[src/rtl/or3_tt_pkg.sv]
`default_nettype none
// ============================================================================
// Module      : or3_tt_pkg
// Description : Shared types and helpers for the OR-gate truth-table
//               sequencer: FSM state encoding, settle counter width and
//               the expected-output (OR-reduce) function.
// Revision    : 1.0 - initial release
// ============================================================================
package or3_tt_pkg;

  // Widest gate the sequencer supports; the helper below is sized for it.
  localparam int MAX_N_IN = 8;

  // Settle counter must hold SETTLE-1 for SETTLE up to 15.
  localparam int SETTLE_CNT_W = 4;

  typedef enum logic [1:0] {
    ST_IDLE  = 2'd0,
    ST_DRIVE = 2'd1,
    ST_CHECK = 2'd2,
    ST_DONE  = 2'd3
  } state_t;

  // Reference model of the gate under test: OR of all inputs.
  // Unused upper bits must be zero.
  function automatic logic or_reduce(input logic [MAX_N_IN-1:0] vec);
    return |vec;
  endfunction

endpackage : or3_tt_pkg
`default_nettype wire

[src/rtl/or3_tt_seq.sv]
`default_nettype none
// ============================================================================
// Module      : or3_tt_seq
// Description : Exhaustive truth-table tester for an N_IN-input OR gate.
//               Walks every input vector, holds each for SETTLE cycles,
//               compares the gate output with the expected OR-reduce and
//               reports a saturating mismatch count plus a pass flag.
//               Optional macro OR3_TT_SEQ_FAILCAP_EN adds capture of the
//               first failing vector on fail_vec / fail_vld.
// Revision    : 1.0 - initial release
// ============================================================================
module or3_tt_seq
  import or3_tt_pkg::*;
#(
  parameter int N_IN   = 3,
  parameter int SETTLE = 1
) (
  input  logic            clk,
  input  logic            rst_n,
  input  logic            start,
  output logic [N_IN-1:0] abc_o,
  input  logic            y_i,
  output logic            busy,
  output logic            done,
  output logic            pass,
  output logic [N_IN:0]   err_cnt
`ifdef OR3_TT_SEQ_FAILCAP_EN
  ,
  output logic [N_IN-1:0] fail_vec,
  output logic            fail_vld
`endif
);

  localparam logic [N_IN-1:0]         c_abc_max     = {N_IN{1'b1}};
  localparam logic [N_IN-1:0]         c_abc_one     = {{(N_IN-1){1'b0}}, 1'b1};
  localparam logic [N_IN:0]           c_err_max     = {(N_IN+1){1'b1}};
  localparam logic [N_IN:0]           c_err_one     = {{N_IN{1'b0}}, 1'b1};
  localparam logic [SETTLE_CNT_W-1:0] c_settle_last = SETTLE_CNT_W'(SETTLE - 1);
  localparam logic [SETTLE_CNT_W-1:0] c_settle_one  = SETTLE_CNT_W'(1);

  state_t                  r_state;
  logic [SETTLE_CNT_W-1:0] r_settle_cnt;
  logic [N_IN-1:0]         r_abc;
  logic                    r_busy;
  logic                    r_done;
  logic                    r_pass;
  logic [N_IN:0]           r_err_cnt;
`ifdef OR3_TT_SEQ_FAILCAP_EN
  logic [N_IN-1:0]         r_fail_vec;
  logic                    r_fail_vld;
`endif

  logic [MAX_N_IN-1:0]     w_abc_ext;
  logic                    w_mismatch;
  logic [N_IN:0]           w_err_next;

  // Expected gate output and the mismatch count this CHECK would produce.
  always_comb begin
    w_abc_ext             = '0;
    w_abc_ext[N_IN-1:0]   = r_abc;
    w_mismatch            = (y_i != or_reduce(w_abc_ext));
    w_err_next            = r_err_cnt;
    if (w_mismatch && (r_err_cnt != c_err_max)) begin
      w_err_next = r_err_cnt + c_err_one;
    end
  end

  // Sequencer FSM; every output is a register updated here.
  always_ff @(posedge clk or negedge rst_n) begin
    if (!rst_n) begin
      r_state      <= ST_IDLE;
      r_settle_cnt <= '0;
      r_abc        <= '0;
      r_busy       <= 1'b0;
      r_done       <= 1'b0;
      r_pass       <= 1'b0;
      r_err_cnt    <= '0;
`ifdef OR3_TT_SEQ_FAILCAP_EN
      r_fail_vec   <= '0;
      r_fail_vld   <= 1'b0;
`endif
    end else begin
      r_done <= 1'b0;
      case (r_state)
        ST_IDLE: begin
          r_abc <= '0;
          if (start) begin
            r_state      <= ST_DRIVE;
            r_settle_cnt <= '0;
            r_err_cnt    <= '0;
            r_pass       <= 1'b0;
            r_busy       <= 1'b1;
`ifdef OR3_TT_SEQ_FAILCAP_EN
            r_fail_vec   <= '0;
            r_fail_vld   <= 1'b0;
`endif
          end
        end

        ST_DRIVE: begin
          if (r_settle_cnt == c_settle_last) begin
            r_state <= ST_CHECK;
          end else begin
            r_settle_cnt <= r_settle_cnt + c_settle_one;
          end
        end

        ST_CHECK: begin
          r_err_cnt <= w_err_next;
`ifdef OR3_TT_SEQ_FAILCAP_EN
          if (w_mismatch && !r_fail_vld) begin
            r_fail_vec <= r_abc;
            r_fail_vld <= 1'b1;
          end
`endif
          if (r_abc == c_abc_max) begin
            // Last vector: no wrap, finish the run.
            r_state <= ST_DONE;
            r_busy  <= 1'b0;
            r_done  <= 1'b1;
            r_pass  <= (w_err_next == '0);
          end else begin
            r_abc        <= r_abc + c_abc_one;
            r_settle_cnt <= '0;
            r_state      <= ST_DRIVE;
          end
        end

        ST_DONE: begin
          // start is ignored here; vector returns to zero for IDLE.
          r_state <= ST_IDLE;
          r_abc   <= '0;
        end

        default: begin
          r_state <= ST_IDLE;
        end
      endcase
    end
  end

  assign abc_o   = r_abc;
  assign busy    = r_busy;
  assign done    = r_done;
  assign pass    = r_pass;
  assign err_cnt = r_err_cnt;
`ifdef OR3_TT_SEQ_FAILCAP_EN
  assign fail_vec = r_fail_vec;
  assign fail_vld = r_fail_vld;
`endif

endmodule : or3_tt_seq
`default_nettype wire

[config.mk]
export PLATFORM = sky130hd
export DESIGN_NAME = or3_tt_seq
export DESIGN_NICKNAME = d
export VERILOG_FILES = /design/src/rtl/or3_tt_pkg.sv /design/src/rtl/or3_tt_seq.sv
export SDC_FILE = /design/constraint.sdc
export NUM_CORES = 1
export LEC_CHECK = 0
export ABC_CLOCK_PERIOD_IN_PS = 1900
export BUFFER_PORTS_ARGS = -buffer_cell sky130_fd_sc_hd__buf_2
export CORE_UTILIZATION = 40
export CTS_CLUSTER_SIZE = 20
export DETAILED_ROUTE_END_ITERATION = 7
export PLACE_DENSITY_LB_ADDON = 0.25
export SYNTH_ARGS = -nofsm -noshare
export SYNTH_HDL_FRONTEND = slang
export SYNTH_SLANG_ARGS = --single-unit
[constraint.sdc]
create_clock -name clk -period 1.9 [get_ports clk]
set_clock_uncertainty 0.05 [all_clocks]
set_input_delay 0.095 -clock clk [delete_from_list [all_inputs] [get_ports clk]]
set_output_delay 0.095 -clock clk [all_outputs]
set_load 0.05 [all_outputs]
==> results of run 1 <==
[layout make-up]
type,instances,area [µm²]
Fill cell,207,963
Multi-Input combinational cell,84,646
Sequential cell,16,403
Timing Repair Buffer,27,173
Inverter,11,41.3
Clock buffer,4,36.3
Tap cell,28,35.0
[kinds of logic (layout without fill, tap and decap cells)]
logic type	after synthesis	count (layout)	share of synthesized area [%]
xor+xnor	2	2	1.74
buf+inv	12	42	4.48
mux	1	1	0.996
simple gates	38	38	20.2
flops	16	16	39.9
compound gates	32	32	19.1
fa+ha+maj	11	11	13.7
[layout by cell type (no fill, tap or decap), drive strengths merged, types with 3 or more instances in the layout]
cell,n
clkbuf,4
nand3,7
nor2b,6
dfrtp,16
o21ai,13
a31oi,3
a21oi,8
nand2,10
inv,11
nor2,6
ha,11
buf,26
nor3b,3
[path summary, 6_finish.rpt]
path	from	endpoint	slack (ns)	cells past startpoint
min	start	busy	0.11	3
max reg2reg	abc_o[1]	r_settle_cnt[3]	-0.02	7
max in group asynchronous	rst_n	abc_o[0]	1.32	2
min reg2reg	busy	busy	0.46	2
max	abc_o[1]	r_settle_cnt[3]	-0.02	7
min in group asynchronous	rst_n	err_cnt[0]	0.18	2
[sequential cells by signal, summed over array words and instances (netlist names)]
name,cells
err_cnt,4
pass,1
r_state,2
r_settle_cnt,4
abc_o,3
done,1
busy,1
[report_power, final]
part           switching, mW  internal (mW)  leakage, nW
Sequential            0.0522          0.393        0.210
Combinational          0.532          0.405        0.436
Clock                  0.113          0.117       0.0210
[routing by layer]
| layer | GRT usage (%) | vias to the layer above | share of wire [%] |
|---|---|---|---|
| met2 | 29.1 | 14 | 46 |
| met1 | 24.7 | 430 | 48 |
| li1 | - | 455 | - |
| met3 | 2.92 | 5 | 3.4 |
| met5 | 0 | - | 0 |
| met4 | 9.91 | 0 | 2.0 |
[repair_timing]
item,4_1_cts,5_1_grt
hold buffers,1,0
gates cloned,0,0
pin swaps,1,6
setup buffers,3,2
endpoints found under the hold margin,16,0
gates resized for setup,1,11
endpoints found under the setup margin,2,6
[per-stage QoR]
stage / total power, mW / cells / utilization, % / hold WS [ns]
floorplan: 1.04 / 112 / - / -0.251
global placement: 1.26 / 160 / 52.1 / -0.0159
detailed placement: 1.29 / 160 / 52.1 / -0.0173
CTS: 1.54 / 168 / 55.4 / 0.108
global route: 1.76 / 170 / 58.1 / 0.116
finish: 1.61 / 170 / 58.1 / 0.105
[tightest hold or removal path, stage by stage]
cell and delay, ns:
buf_2 0.12, a21oi_1 0.07, o21ai_0 0.13
==> results.cfg, run 1 <==
[status]
status = complete, but fails checks
violations = setup timing

[timing]
final-setup-viol-count = 1
max_freq_ghz = 0.521
slew_headroom_pct = 75.6
period_minus_slack_ns = 1.92
min_period_over_period_pct = 101
grt_setup_unrepaired = yes
fin_ws_ns = -0.0197
slew_viol_final = 0
hold_viol_final = 0
worst_pin_slew_ns = 0.365
fin_tns_setup_ns = -0.0197

[synth]
synthTopCellsByCount = dfrtp_1 (16), o21ai_0 (13), ha_1 (11)
ys_types = 28
synth_area_per_cell_um2 = 8.97
ys.warnings.count = 0
seq_area_frac_synth_pct = 39.9
synth-edff-count = 0
ys_async_sr_fraction_pct = 100
synthesis.nets = 127
synth_top_cell_area_share_pct = 39.9
synth_seq_cells = 16
synth-main-ff-cell = dfrtp_1
yosysMostFrequentCell = dfrtp_1
synth_area_leader_cell = dfrtp_1
synth_area_leaders = dfrtp_1 (40%), ha_1 (14%), o21ai_0 (6.5%)
synthCells = 112
synth_area_mm2 = 0.00100

[power]
leakagePower_nw = 0.666
power_density_mw_per_mm2 = 1210
ir_drop_mv = 0.718

[floorplanning]
initial_core_util_pct = 43.7
dieWidth_um = 52.1
fp-row-count = 17
die_area_mm2 = 0.00272
ios = 14
die_h_um = 52.1
coreArea_mm2 = 0.00230

[setup_path]
cp-start-kind = register
endpoint_kind = register
critPathKind = reg2reg
critical-path-top-delay-family = simple AND/OR/NAND/NOR gates
worst_ep_arrival_time_ns = 2.09
worst-path-max-fanout = 4
cp_common_cell = ha_4
cp_slowest_cell = dfrtp_2
max_stage_delay_ns = 0.46
required_ns = 2.07
cp_num_buf_inv = 1
cp_cell_sequence = ha_4 > ha_4 > nand2_4 > inv_2 > or3_4 > or4b_1 > o21ai_1

[cts]
clkLatencyLatePin_ns = 0.30
tritoncts = yes
cts_sinks = 16
cts_buffer_depth = 2
cts-buffers-inserted = 3
htreeDepth = 1
cts_root_buf = clkbuf_4
path_clk_slew_ns = 0.10

[route]
wire_per_inst_um = 12.5
first_pass_iters = 4
antenna_left = 0
vias = 904
viasPerCell = 5.32
wirelength_um = 2120
drtIter0Drc = 14
drc = 0

[final_layout]
diodes = 0
layout.nets = 158
layout-drive-gt1-share_pct = 31.0
syn2layout_area_growth_pct = 32.8
design_area_mm2 = 0.00133

[grt]
grt_antenna_before_repair = 0
grt_overflow = 0
grt_max_degree = 17
grt_pass1_wl_um = 3720
grt.total_usage_pct = 18.7
first_global_vias = 859

[placement]
port_buffers = 13
place_hpwl_um = 1600
dpl_worst_slack_ns = -0.0521
routabilityCongestion = 0.780
placed_cell_area_mm2 = 0.00120

[hold_path]
min_path_type = in2reg

[flow_run]
cap_violations = 0
(Power assumes the default switching activity.)
==> run 2: changes to the inputs <==
--- a/config.mk
+++ b/config.mk
@@ -7,10 +7,13 @@
 export LEC_CHECK = 0
 export ABC_CLOCK_PERIOD_IN_PS = 1900
 export BUFFER_PORTS_ARGS = -buffer_cell sky130_fd_sc_hd__buf_2
-export CORE_UTILIZATION = 40
+export CELL_PAD_IN_SITES_DETAIL_PLACEMENT = 0
+export CELL_PAD_IN_SITES_GLOBAL_PLACEMENT = 1
+export CORE_UTILIZATION = 38
 export CTS_CLUSTER_SIZE = 20
 export DETAILED_ROUTE_END_ITERATION = 7
 export PLACE_DENSITY_LB_ADDON = 0.25
+export SLEW_MARGIN = 15
 export SYNTH_ARGS = -nofsm -noshare
 export SYNTH_HDL_FRONTEND = slang
 export SYNTH_SLANG_ARGS = --single-unit
==> run 2 against run 1 <==
Effect of this change:
- the run still ends with setup timing left
- global-route usage down 1.6 points
- sequential share of layout area up 0.40 points
- fmax down 0.44%
- clock-buffer cell count unchanged
- via count down 1.9%
- combinational power down 2.7%
- critical path type unchanged
- largest power group unchanged
- highest routed layer unchanged
==> results.cfg, run 2 (synthesized netlist as in run 1, its figures left out) <==
[hold_path]
hold_depth = 3
min_path_type = in2reg
holdPathEnd = busy
min_from = start

[status]
violations = setup timing
status = complete, but fails checks

[grt]
grt_antenna_before_repair = 0
grt_max_degree = 17
grt_pass1_wl_um = 3470
grt_overflow = 0
first_global_vias = 795
grt.total_usage_pct = 17.1

[cts]
htreeDepth = 1
clkLatencyLatePin_ns = 0.28
tritoncts = yes
cts_root_buf = clkbuf_4
cts_buffer_depth = 2
path_clk_slew_ns = 0.10
cts_sinks = 16
cts-buffers-inserted = 3

[timing]
fin_tns_setup_ns = -0.0282
final-setup-viol-count = 1
period_minus_slack_ns = 1.93
min_period_over_period_pct = 101
hold_viol_final = 0
max_freq_ghz = 0.519
fin_ws_ns = -0.0282
slew_headroom_pct = 75.9
grt_setup_unrepaired = yes
worst_pin_slew_ns = 0.362
slew_viol_final = 0

[floorplanning]
fp-row-count = 18
ios = 14
dieWidth_um = 53.4
die_h_um = 53.4
coreArea_mm2 = 0.00248
die_area_mm2 = 0.00285
initial_core_util_pct = 40.6

[power]
leakagePower_nw = 0.656
ir_drop_mv = 0.738
power_mw = 1.57
power_density_mw_per_mm2 = 1200

[final_layout]
layout.nets = 157
final-seq-area_um2 = 403
layout-drive-gt1-share_pct = 30.5
postLayoutCoreUtil_pct = 53.1
syn2layout_area_growth_pct = 31.0
layout_common_cells = dfrtp_1 (14), buf_2 (13), buf_4 (12)
diodes = 0
nFillCells = 251
multiInputGateArea_um2 = 633
layout_commonest_cell = dfrtp_1
design_area_mm2 = 0.00132

[setup_path]
regToRegSetupSlack_ns = -0.03
timing.rr.start = abc_o[1]
worst-path-max-fanout = 5
rr_worst_depth = 7
required_ns = 2.06
endpoint_kind = register
cp_slowest_cell = dfrtp_2
max_stage_delay_ns = 0.46
cp-start-kind = register
worst_ep_arrival_time_ns = 2.09
cp_cell_sequence = ha_4 > ha_4 > nand2_4 > inv_2 > or3_4 > or4b_1 > o21ai_1
cp_common_cell = ha_4
r2r_end = r_settle_cnt[3]
critPathKind = reg2reg

[route]
viasPerCell = 5.19
drc = 0
drtIter0Drc = 8
antenna_left = 0
vias = 887
first_pass_iters = 4
wirelength_um = 2150
wire_per_inst_um = 12.5

[flow_run]
cap_violations = 0

[placement]
port_buffers = 13
placed_cell_area_mm2 = 0.00121
place_hpwl_um = 1660
dpl_worst_slack_ns = -0.0253
routabilityCongestion = 0.775
==> run 2: cell count changes in the layout (fill, tap and decap cells not counted), sizes merged <==
cell  change
buf       -1
==> run 2: final cells by class <==
cell class                 instances  share of cell area, %
inverter                          11                   3.14
multi-input combinational         84                   48.1
sequential                        16                   30.6
timing repair buffer              26                   12.5
tap                               30                   2.85
clock buffer                       4                   2.76
==> run 2: worst max path at each step <==
stage | end | slack [ns] | start
after floorplan | r_settle_cnt[3] | -0.15 | abc_o[0]
after global placement | r_settle_cnt[3] | 0.04 | abc_o[1]
after detailed placement | r_settle_cnt[3] | -0.03 | abc_o[1]
after CTS | r_settle_cnt[3] | -0.04 | abc_o[1]
after global routing | r_settle_cnt[3] | -0.09 | abc_o[1]
final | r_settle_cnt[3] | -0.03 | abc_o[1]
==> run 2: power by group <==
| part | leakage (nW) | switching [mW] | internal (mW) |
|---|---|---|---|
| sequential | 0.210 | 0.0456 | 0.393 |
| clock | 0.0210 | 0.107 | 0.116 |
| combinational | 0.425 | 0.530 | 0.381 |
| total | 0.656 | 0.683 | 0.891 |
==> run 2: routing by layer <==
layer | share of wire [%] | up-vias | GRT usage, %
li1 | - | 454 | -
met5 | 0 | - | 0
met4 | 0.47 | 0 | 5.26
met1 | 49 | 417 | 23.4
met3 | 2.8 | 2 | 2.59
met2 | 48 | 14 | 27.3
==> run 2: what timing repair did <==
item / in CTS / in global routing
hold buffers: 1 / 0
hold endpoints to repair: 16 / 0
pin swaps: 2 / 5
endpoints found under the setup margin: 3 / 8
resized for setup: 1 / 7
cloned: 0 / 0
setup buffers: 0 / 2
==> run 2: worst max-delay path, delay by kind of cell (launching register included) <==
kind,cells,cell delay [ns]
and+or+nand+nor,3,0.88
DFF,1,0.46
adders and majority gates,2,0.34
AOI/OAI and AO/OA,1,0.09
buffers and inverters,1,0.03
==> run 2: through the flow <==
step           instances  hold WS [ns]
2_1_floorplan        112        -0.251
3_3_place_gp         164       -0.0186
3_5_place_dp         164       -0.0248
4_1_cts              169         0.131
5_1_grt              171         0.161
6_report             171         0.142
